File: src/rtl/decode_regfile.sv
// decode_regfile
//   RV32I decode stage with an owned 32x32 integer register file.
//   The instruction from fetch is split into fields. The stage builds the
//   sign-extended immediate and the datapath control. Two operands are read
//   combinationally, with a write-through bypass from the write-back port.
//   It also counts every legal instruction that is decoded.
// Ports
//   clk, rst_n            rising-edge clock, asynchronous active-low reset
//   instruction[31:0]     instruction word from fetch, valid every cycle
//   wb_en/wb_addr/wb_data register write-back port
//   rs1_data, rs2_data    source operands
//   rd_addr               destination register field
//   imm                   sign-extended immediate
//   alu_op, alu_src       ALU operation and operand-B select
//   reg_write, mem_read, mem_write, branch, jump, illegal   control
//   instret               count of legal instructions decoded
module decode_regfile (
  input  logic        clk,
  input  logic        rst_n,
  input  logic [31:0] instruction,
  input  logic        wb_en,
  input  logic [4:0]  wb_addr,
  input  logic [31:0] wb_data,
  output logic [31:0] rs1_data,
  output logic [31:0] rs2_data,
  output logic [4:0]  rd_addr,
  output logic [31:0] imm,
  output logic [3:0]  alu_op,
  output logic        alu_src,
  output logic        reg_write,
  output logic        mem_read,
  output logic        mem_write,
  output logic        branch,
  output logic        jump,
  output logic        illegal,
  output logic [31:0] instret
);

  localparam logic [6:0] OP_R      = 7'b0110011;
  localparam logic [6:0] OP_IALU   = 7'b0010011;
  localparam logic [6:0] OP_LOAD   = 7'b0000011;
  localparam logic [6:0] OP_STORE  = 7'b0100011;
  localparam logic [6:0] OP_BRANCH = 7'b1100011;
  localparam logic [6:0] OP_LUI    = 7'b0110111;
  localparam logic [6:0] OP_AUIPC  = 7'b0010111;
  localparam logic [6:0] OP_JAL    = 7'b1101111;
  localparam logic [6:0] OP_JALR   = 7'b1100111;

  localparam logic [3:0] ALU_ADD   = 4'd0;
  localparam logic [3:0] ALU_SUB   = 4'd1;
  localparam logic [3:0] ALU_SLL   = 4'd2;
  localparam logic [3:0] ALU_SLT   = 4'd3;
  localparam logic [3:0] ALU_SLTU  = 4'd4;
  localparam logic [3:0] ALU_XOR   = 4'd5;
  localparam logic [3:0] ALU_SRL   = 4'd6;
  localparam logic [3:0] ALU_SRA   = 4'd7;
  localparam logic [3:0] ALU_OR    = 4'd8;
  localparam logic [3:0] ALU_AND   = 4'd9;
  localparam logic [3:0] ALU_PASSB = 4'd10;

  localparam logic [6:0] F7_BASE = 7'b0000000;
  localparam logic [6:0] F7_ALT  = 7'b0100000;

  logic [31:0] regs_r [0:31];
  logic [31:0] instret_r;

  logic [6:0] opcode_s;
  logic [2:0] funct3_s;
  logic [6:0] funct7_s;
  logic [4:0] rs1_addr_s;
  logic [4:0] rs2_addr_s;
  logic       wb_live_s;

  assign opcode_s   = instruction[6:0];
  assign funct3_s   = instruction[14:12];
  assign funct7_s   = instruction[31:25];
  assign rs1_addr_s = instruction[19:15];
  assign rs2_addr_s = instruction[24:20];
  assign rd_addr    = instruction[11:7];
  assign instret    = instret_r;
  // A write-back only counts when it targets a real register outside reset.
  assign wb_live_s  = rst_n && wb_en && (wb_addr != 5'd0);

  // Maps funct3 to the ALU op; alt selects SUB/SRA over ADD/SRL.
  function automatic logic [3:0] alu_from_funct3(input logic [2:0] f3, input logic alt);
    logic [3:0] op;
    case (f3)
      3'd0:    op = alt ? ALU_SUB : ALU_ADD;
      3'd1:    op = ALU_SLL;
      3'd2:    op = ALU_SLT;
      3'd3:    op = ALU_SLTU;
      3'd4:    op = ALU_XOR;
      3'd5:    op = alt ? ALU_SRA : ALU_SRL;
      3'd6:    op = ALU_OR;
      3'd7:    op = ALU_AND;
      default: op = ALU_ADD;
    endcase
    return op;
  endfunction

  // Register file storage; x0 is never written so it stays zero.
  always_ff @(posedge clk or negedge rst_n) begin
    if (!rst_n) begin
      for (int k = 0; k < 32; k++) begin
        regs_r[k] <= 32'd0;
      end
    end else if (wb_en && (wb_addr != 5'd0)) begin
      regs_r[wb_addr] <= wb_data;
    end
  end

  // Operand reads with same-cycle write-through bypass.
  always_comb begin
    rs1_data = 32'd0;
    rs2_data = 32'd0;
    if (rs1_addr_s == 5'd0) begin
      rs1_data = 32'd0;
    end else if (wb_live_s && (wb_addr == rs1_addr_s)) begin
      rs1_data = wb_data;
    end else begin
      rs1_data = regs_r[rs1_addr_s];
    end
    if (rs2_addr_s == 5'd0) begin
      rs2_data = 32'd0;
    end else if (wb_live_s && (wb_addr == rs2_addr_s)) begin
      rs2_data = wb_data;
    end else begin
      rs2_data = regs_r[rs2_addr_s];
    end
  end

  // Immediate by instruction format; unknown opcodes use the I layout.
  always_comb begin
    imm = 32'd0;
    case (opcode_s)
      OP_R:            imm = 32'd0;
      OP_STORE:        imm = {{20{instruction[31]}}, instruction[31:25], instruction[11:7]};
      OP_BRANCH:       imm = {{19{instruction[31]}}, instruction[31], instruction[7],
                              instruction[30:25], instruction[11:8], 1'b0};
      OP_LUI, OP_AUIPC: imm = {instruction[31:12], 12'd0};
      OP_JAL:          imm = {{11{instruction[31]}}, instruction[31], instruction[19:12],
                              instruction[20], instruction[30:21], 1'b0};
      default:         imm = {{20{instruction[31]}}, instruction[31:20]};
    endcase
  end

  // Control decode; an illegal encoding forces every control output low.
  always_comb begin
    logic       legal;
    logic [3:0] op;
    logic       src, rw, mr, mw, br, jp;
    legal = 1'b0;
    op    = ALU_ADD;
    src   = 1'b0;
    rw    = 1'b0;
    mr    = 1'b0;
    mw    = 1'b0;
    br    = 1'b0;
    jp    = 1'b0;
    case (opcode_s)
      OP_R: begin
        rw    = 1'b1;
        op    = alu_from_funct3(funct3_s, funct7_s == F7_ALT);
        legal = (funct7_s == F7_BASE) ||
                ((funct7_s == F7_ALT) && ((funct3_s == 3'd0) || (funct3_s == 3'd5)));
      end
      OP_IALU: begin
        rw  = 1'b1;
        src = 1'b1;
        // Only the shift-right form distinguishes funct7; ADDI never becomes SUB.
        op  = alu_from_funct3(funct3_s, (funct3_s == 3'd5) && (funct7_s == F7_ALT));
        if (funct3_s == 3'd1) begin
          legal = (funct7_s == F7_BASE);
        end else if (funct3_s == 3'd5) begin
          legal = (funct7_s == F7_BASE) || (funct7_s == F7_ALT);
        end else begin
          legal = 1'b1;
        end
      end
      OP_LOAD: begin
        rw    = 1'b1;
        mr    = 1'b1;
        src   = 1'b1;
        legal = (funct3_s != 3'd3) && (funct3_s != 3'd6) && (funct3_s != 3'd7);
      end
      OP_STORE: begin
        mw    = 1'b1;
        src   = 1'b1;
        legal = (funct3_s <= 3'd2);
      end
      OP_BRANCH: begin
        br    = 1'b1;
        op    = ALU_SUB;
        legal = (funct3_s != 3'd2) && (funct3_s != 3'd3);
      end
      OP_LUI: begin
        rw    = 1'b1;
        src   = 1'b1;
        op    = ALU_PASSB;
        legal = 1'b1;
      end
      OP_AUIPC: begin
        rw    = 1'b1;
        src   = 1'b1;
        legal = 1'b1;
      end
      OP_JAL: begin
        rw    = 1'b1;
        jp    = 1'b1;
        legal = 1'b1;
      end
      OP_JALR: begin
        rw    = 1'b1;
        jp    = 1'b1;
        src   = 1'b1;
        legal = (funct3_s == 3'd0);
      end
      default: legal = 1'b0;
    endcase

    if (legal) begin
      illegal   = 1'b0;
      alu_op    = op;
      alu_src   = src;
      reg_write = rw;
      mem_read  = mr;
      mem_write = mw;
      branch    = br;
      jump      = jp;
    end else begin
      illegal   = 1'b1;
      alu_op    = ALU_ADD;
      alu_src   = 1'b0;
      reg_write = 1'b0;
      mem_read  = 1'b0;
      mem_write = 1'b0;
      branch    = 1'b0;
      jump      = 1'b0;
    end
  end

  // Retired-instruction counter, wraps naturally at 32 bits.
  always_ff @(posedge clk or negedge rst_n) begin
    if (!rst_n) begin
      instret_r <= 32'd0;
    end else if (!illegal) begin
      instret_r <= instret_r + 32'd1;
    end else begin
      instret_r <= instret_r;
    end
  end

endmodule

File: config.mk
export PLATFORM = sky130hd
export DESIGN_NAME = decode_regfile
export DESIGN_NICKNAME = d
export VERILOG_FILES = /design/src/rtl/decode_regfile.sv
export SDC_FILE = /design/constraint.sdc
export NUM_CORES = 2
export LEC_CHECK = 0
export CAP_MARGIN = 0
export CORE_MARGIN = 2
export CORE_UTILIZATION = 40
export CTS_BUF_LIST = sky130_fd_sc_hd__clkbuf_4 sky130_fd_sc_hd__clkbuf_8
export CTS_CLUSTER_DIAMETER = 100
export CTS_CLUSTER_SIZE = 30
export DETAILED_ROUTE_END_ITERATION = 6
export HOLD_SLACK_MARGIN = 0.1
export PLACE_DENSITY_LB_ADDON = 0.1
export SYNTH_ARGS = -nofsm -noshare
export SYNTH_HDL_FRONTEND = slang
export SYNTH_SLANG_ARGS = --single-unit
File: constraint.sdc
create_clock -name clk -period 2.35 [get_ports clk]
set_input_delay 0.3525 -clock clk [delete_from_list [all_inputs] [get_ports clk]]
set_output_delay 0.3525 -clock clk [all_outputs]
set_load 0.05 [all_outputs]
==> flow_summary_export.csv <==
group,metric,value,unit
run_status,status,"finished, violations left",
run_status,violations,"setup timing",
timing,rsz0062_at_grt,"true",
die,die_w,382,um
timing,timing.setup.tns,-46.98,ns
setup_path,r2r_cells,6,
timing,max_freq,303,MHz
setup_path,rrSetupSlack,0.26,ns
timing,finalCritPeriodShare,140,%
die,die_area,0.146,mm^2
hold_path,hold_depth,3,
die,num_rows,138,
hold_path,hp-class,"in -> reg",
setup_path,worstPathRequired,2.00,ns
grt,grt-ovfl-total,0,
setup_path,worstPathMaxFanout,2,
grt,grt_max_degree,158,
grt,grt_pass1_wl,311000,um
final_layout,layout_commonest_cell,"dfrtp_1",
placement,port_buffers,215,
detailed_routing,route.detailed.drc,0,
grt,grt_usage,29.3,%
cts,cts.sink_count,1056,
cts,cts_tree,"yes",
timing,clock_skew,0.0179,ns
timing,post-route-min-period,3.30,ns
synth,ys_types,62,
timing,fin_ws,-0.947,ns
power,ir_drop,0.470,mV
final_layout,fill_cells,12400,
placement,dp_hpwl,149000,um
cts,cts_root_buf,"clkbuf_8",
detailed_routing,drt_iter0_markers,3508,
power,power_density,664,mW/mm^2
die,core_area,0.142,mm^2
timing,setup_viol_count_final,66,
setup_path,arrival,2.94,ns
timing,finalMaxSlewViolations,0,
synth,synth_edf_count,0,
setup_path,critPathCaptureType,"output pin",
synth,async_flop_share,100,%
final_layout,drive_gt1_share,56.3,%
detailed_routing,vias,40900,
cts,cts_buffer_depth,3,
detailed_routing,viasPerCell,6.20,
setup_path,r2r-start,"instret[5]$_DFFE_PN0P_",
cts,cts_buffers,46,
placement,dpl-instance-area,0.0685,mm^2
synth,synth-seq-cells,1056,
final_layout,multiInputGateArea,0.0299,mm^2
cts,clk_latency,0.81,ns
synth,synth_area,0.0572,mm^2
synth,ys_seq_area_share,46.2,%
synth,syn-num-nets,4182,
hold_path,whs_endpoint,"regs_r[171]$_DFFE_PN0P_",
setup_path,path_class,"reg -> out",
grt,antenna_found_initial,9,
timing,worstMarginPinSlew,0.973,ns
die,die_h,382,um
setup_path,start_kind,"register",
final_layout,syn_to_final_growth,23.6,%
detailed_routing,drtAntennaViolNets,0,
cts,cts_max_level,2,
synth,netlist_instances,4109,
flow_run,maxCapViolCount,0,
final_layout,layout_common_cells,"1,056 x dfrtp_1, 993 x mux2_2, 581 x buf_4",
synth,yosys_warnings,0,
hold_path,worstHoldStart,"wb_data[11]",
synth,ys.flop_type,"dfrtp_1",
die,initial_core_util,40.3,%
placement,place_congestion,0.860,
final_layout,ff_latch_area,0.0264,mm^2
timing,finalHoldViolations,0,
cts,path_clk_slew,0.18,ns
timing,slew_headroom,35.1,%
final_layout,nets,4752,
detailed_routing,dr.pass1.iters,6,
synth,synth.avg_cell_area,13.9,um^2
grt,grt_pass1_vias,41200,
power,p_leak,0.0310,uW
die,io_pins,216,
detailed_routing,wl,215000,um
final_layout,finalInstanceArea,0.0707,mm^2
setup_path,rr_endpoint,"instret[25]$_DFFE_PN0P_",
detailed_routing,wl_per_cell,32.7,um
routing by layer:
layer	share of wire [%]	GRT usage (%)	up-vias
met4	3.4	8.95	10
met3	6.5	5.11	317
met5	0.029	0	-
met2	45	44.8	1404
li1	-	-	16900
met1	45	42.6	22200
stage by stage:
step | utilization [%] | cells | setup WS [ns] | total power [uW] | hold slack [ns]
after CTS | 49.7 | 6579 | -0.993 | 47100 | 0.303
after floorplan | - | 4109 | -0.379 | 32500 | 0.0569
final | 49.9 | 6594 | -0.947 | 47000 | 0.377
after global routing | 49.9 | 6594 | -1.04 | 49100 | 0.351
after detailed placement | 48.3 | 6471 | -0.798 | 38000 | 0.383
after global placement | 48.3 | 6471 | -0.792 | 37700 | 0.377
final cells by class:
cell class,instances,area share [%]
Antenna cell,1,0.00354
Clock inverter,20,0.384
Clock buffer,52,1.00
Timing Repair Buffer,991,15.6
Sequential cell,1056,37.4
Tap cell,1890,3.35
Inverter,4,0.0212
Multi-Input combinational cell,2580,42.3
critical path: stages, from the launching register on:
cell      delay [ns]
dfrtp_1         0.42
mux4_2          0.47
nand2b_4        0.15
o211ai_1        0.15
nand4_1         0.26
buf_4           0.23
a32o_2          0.25
buf_12          0.15
power by group:
part / internal, uW / total [uW] / switching, uW
registers: 21500 / 23900 / 2440
clock network: 2390 / 8670 / 6270
logic: 8090 / 14300 / 6250
synthesized netlist by cell type (all sizes together), types with 2 or more instances:
master	n	area, um^2
a2111oi	5	53.8
a211oi	19	153
a21boi	2	15.0
a21o	19	143
a21oi	26	130
a221o	32	320
a221oi	29	254
a22o	5	43.8
a22oi	88	661
a31oi	25	156
a32o	32	320
and2	6	37.5
and3	12	75.1
and4	4	37.5
buf	223	1060
clkbuf	246	923
dfrtp	1056	26400
inv	4	15.0
mux2	993	11200
mux2i	196	1960
mux4	414	9320
nand2	190	716
nand2b	27	169
nand3	26	143
nand3b	3	22.5
nand4	48	307
nand4b	8	70.1
nor2	45	171
nor2b	43	269
nor3	35	175
nor3b	4	30.0
nor4	11	114
o2111ai	16	140
o211ai	85	638
o21a	4	37.5
o21ai	24	120
o22ai	48	300
or2	7	43.8
or3	2	12.5
xnor2	31	272
xor2	10	87.6
how the worst max path moves through the flow:
stage                       startpoint           end  slack [ns]  cells after the start
2_1_floorplan          instruction[14]       alu_src       -0.38                      7
3_3_place_gp                wb_addr[0]  rs2_data[31]       -0.79                     10
3_5_place_dp                wb_addr[0]  rs2_data[26]       -0.80                     10
4_1_cts        regs_r[108]$_DFFE_PN0P_  rs1_data[12]       -0.99                      7
5_1_grt        regs_r[907]$_DFFE_PN0P_  rs2_data[11]       -1.04                      6
6_report        regs_r[12]$_DFFE_PN0P_  rs1_data[12]       -0.95                      7
flip-flops by register name (all words and copies together) (netlist names):
register / flops
instret: 32
regs_r: 1024
what timing repair did:
action,in CTS,in global routing
gates resized for setup,247,45
buffers inserted,38,19
hold endpoints to repair,33,0
endpoints found under the setup margin,136,83
hold buffers,1,0
pin swaps,113,61
kinds of logic (layout without fill, tap and decap cells):
group	count (synthesis)	count (layout)	synth area share (%)
compound gates	461	461	6.13
xor+xnor	41	41	0.628
fa+ha+maj	1	1	0.0219
buf+inv	473	1067	3.49
flops	1056	1056	46.2
mux	1603	1603	39.3
other cells	0	1	0
simple gates	474	474	4.23
(Power assumes the default switching activity.)
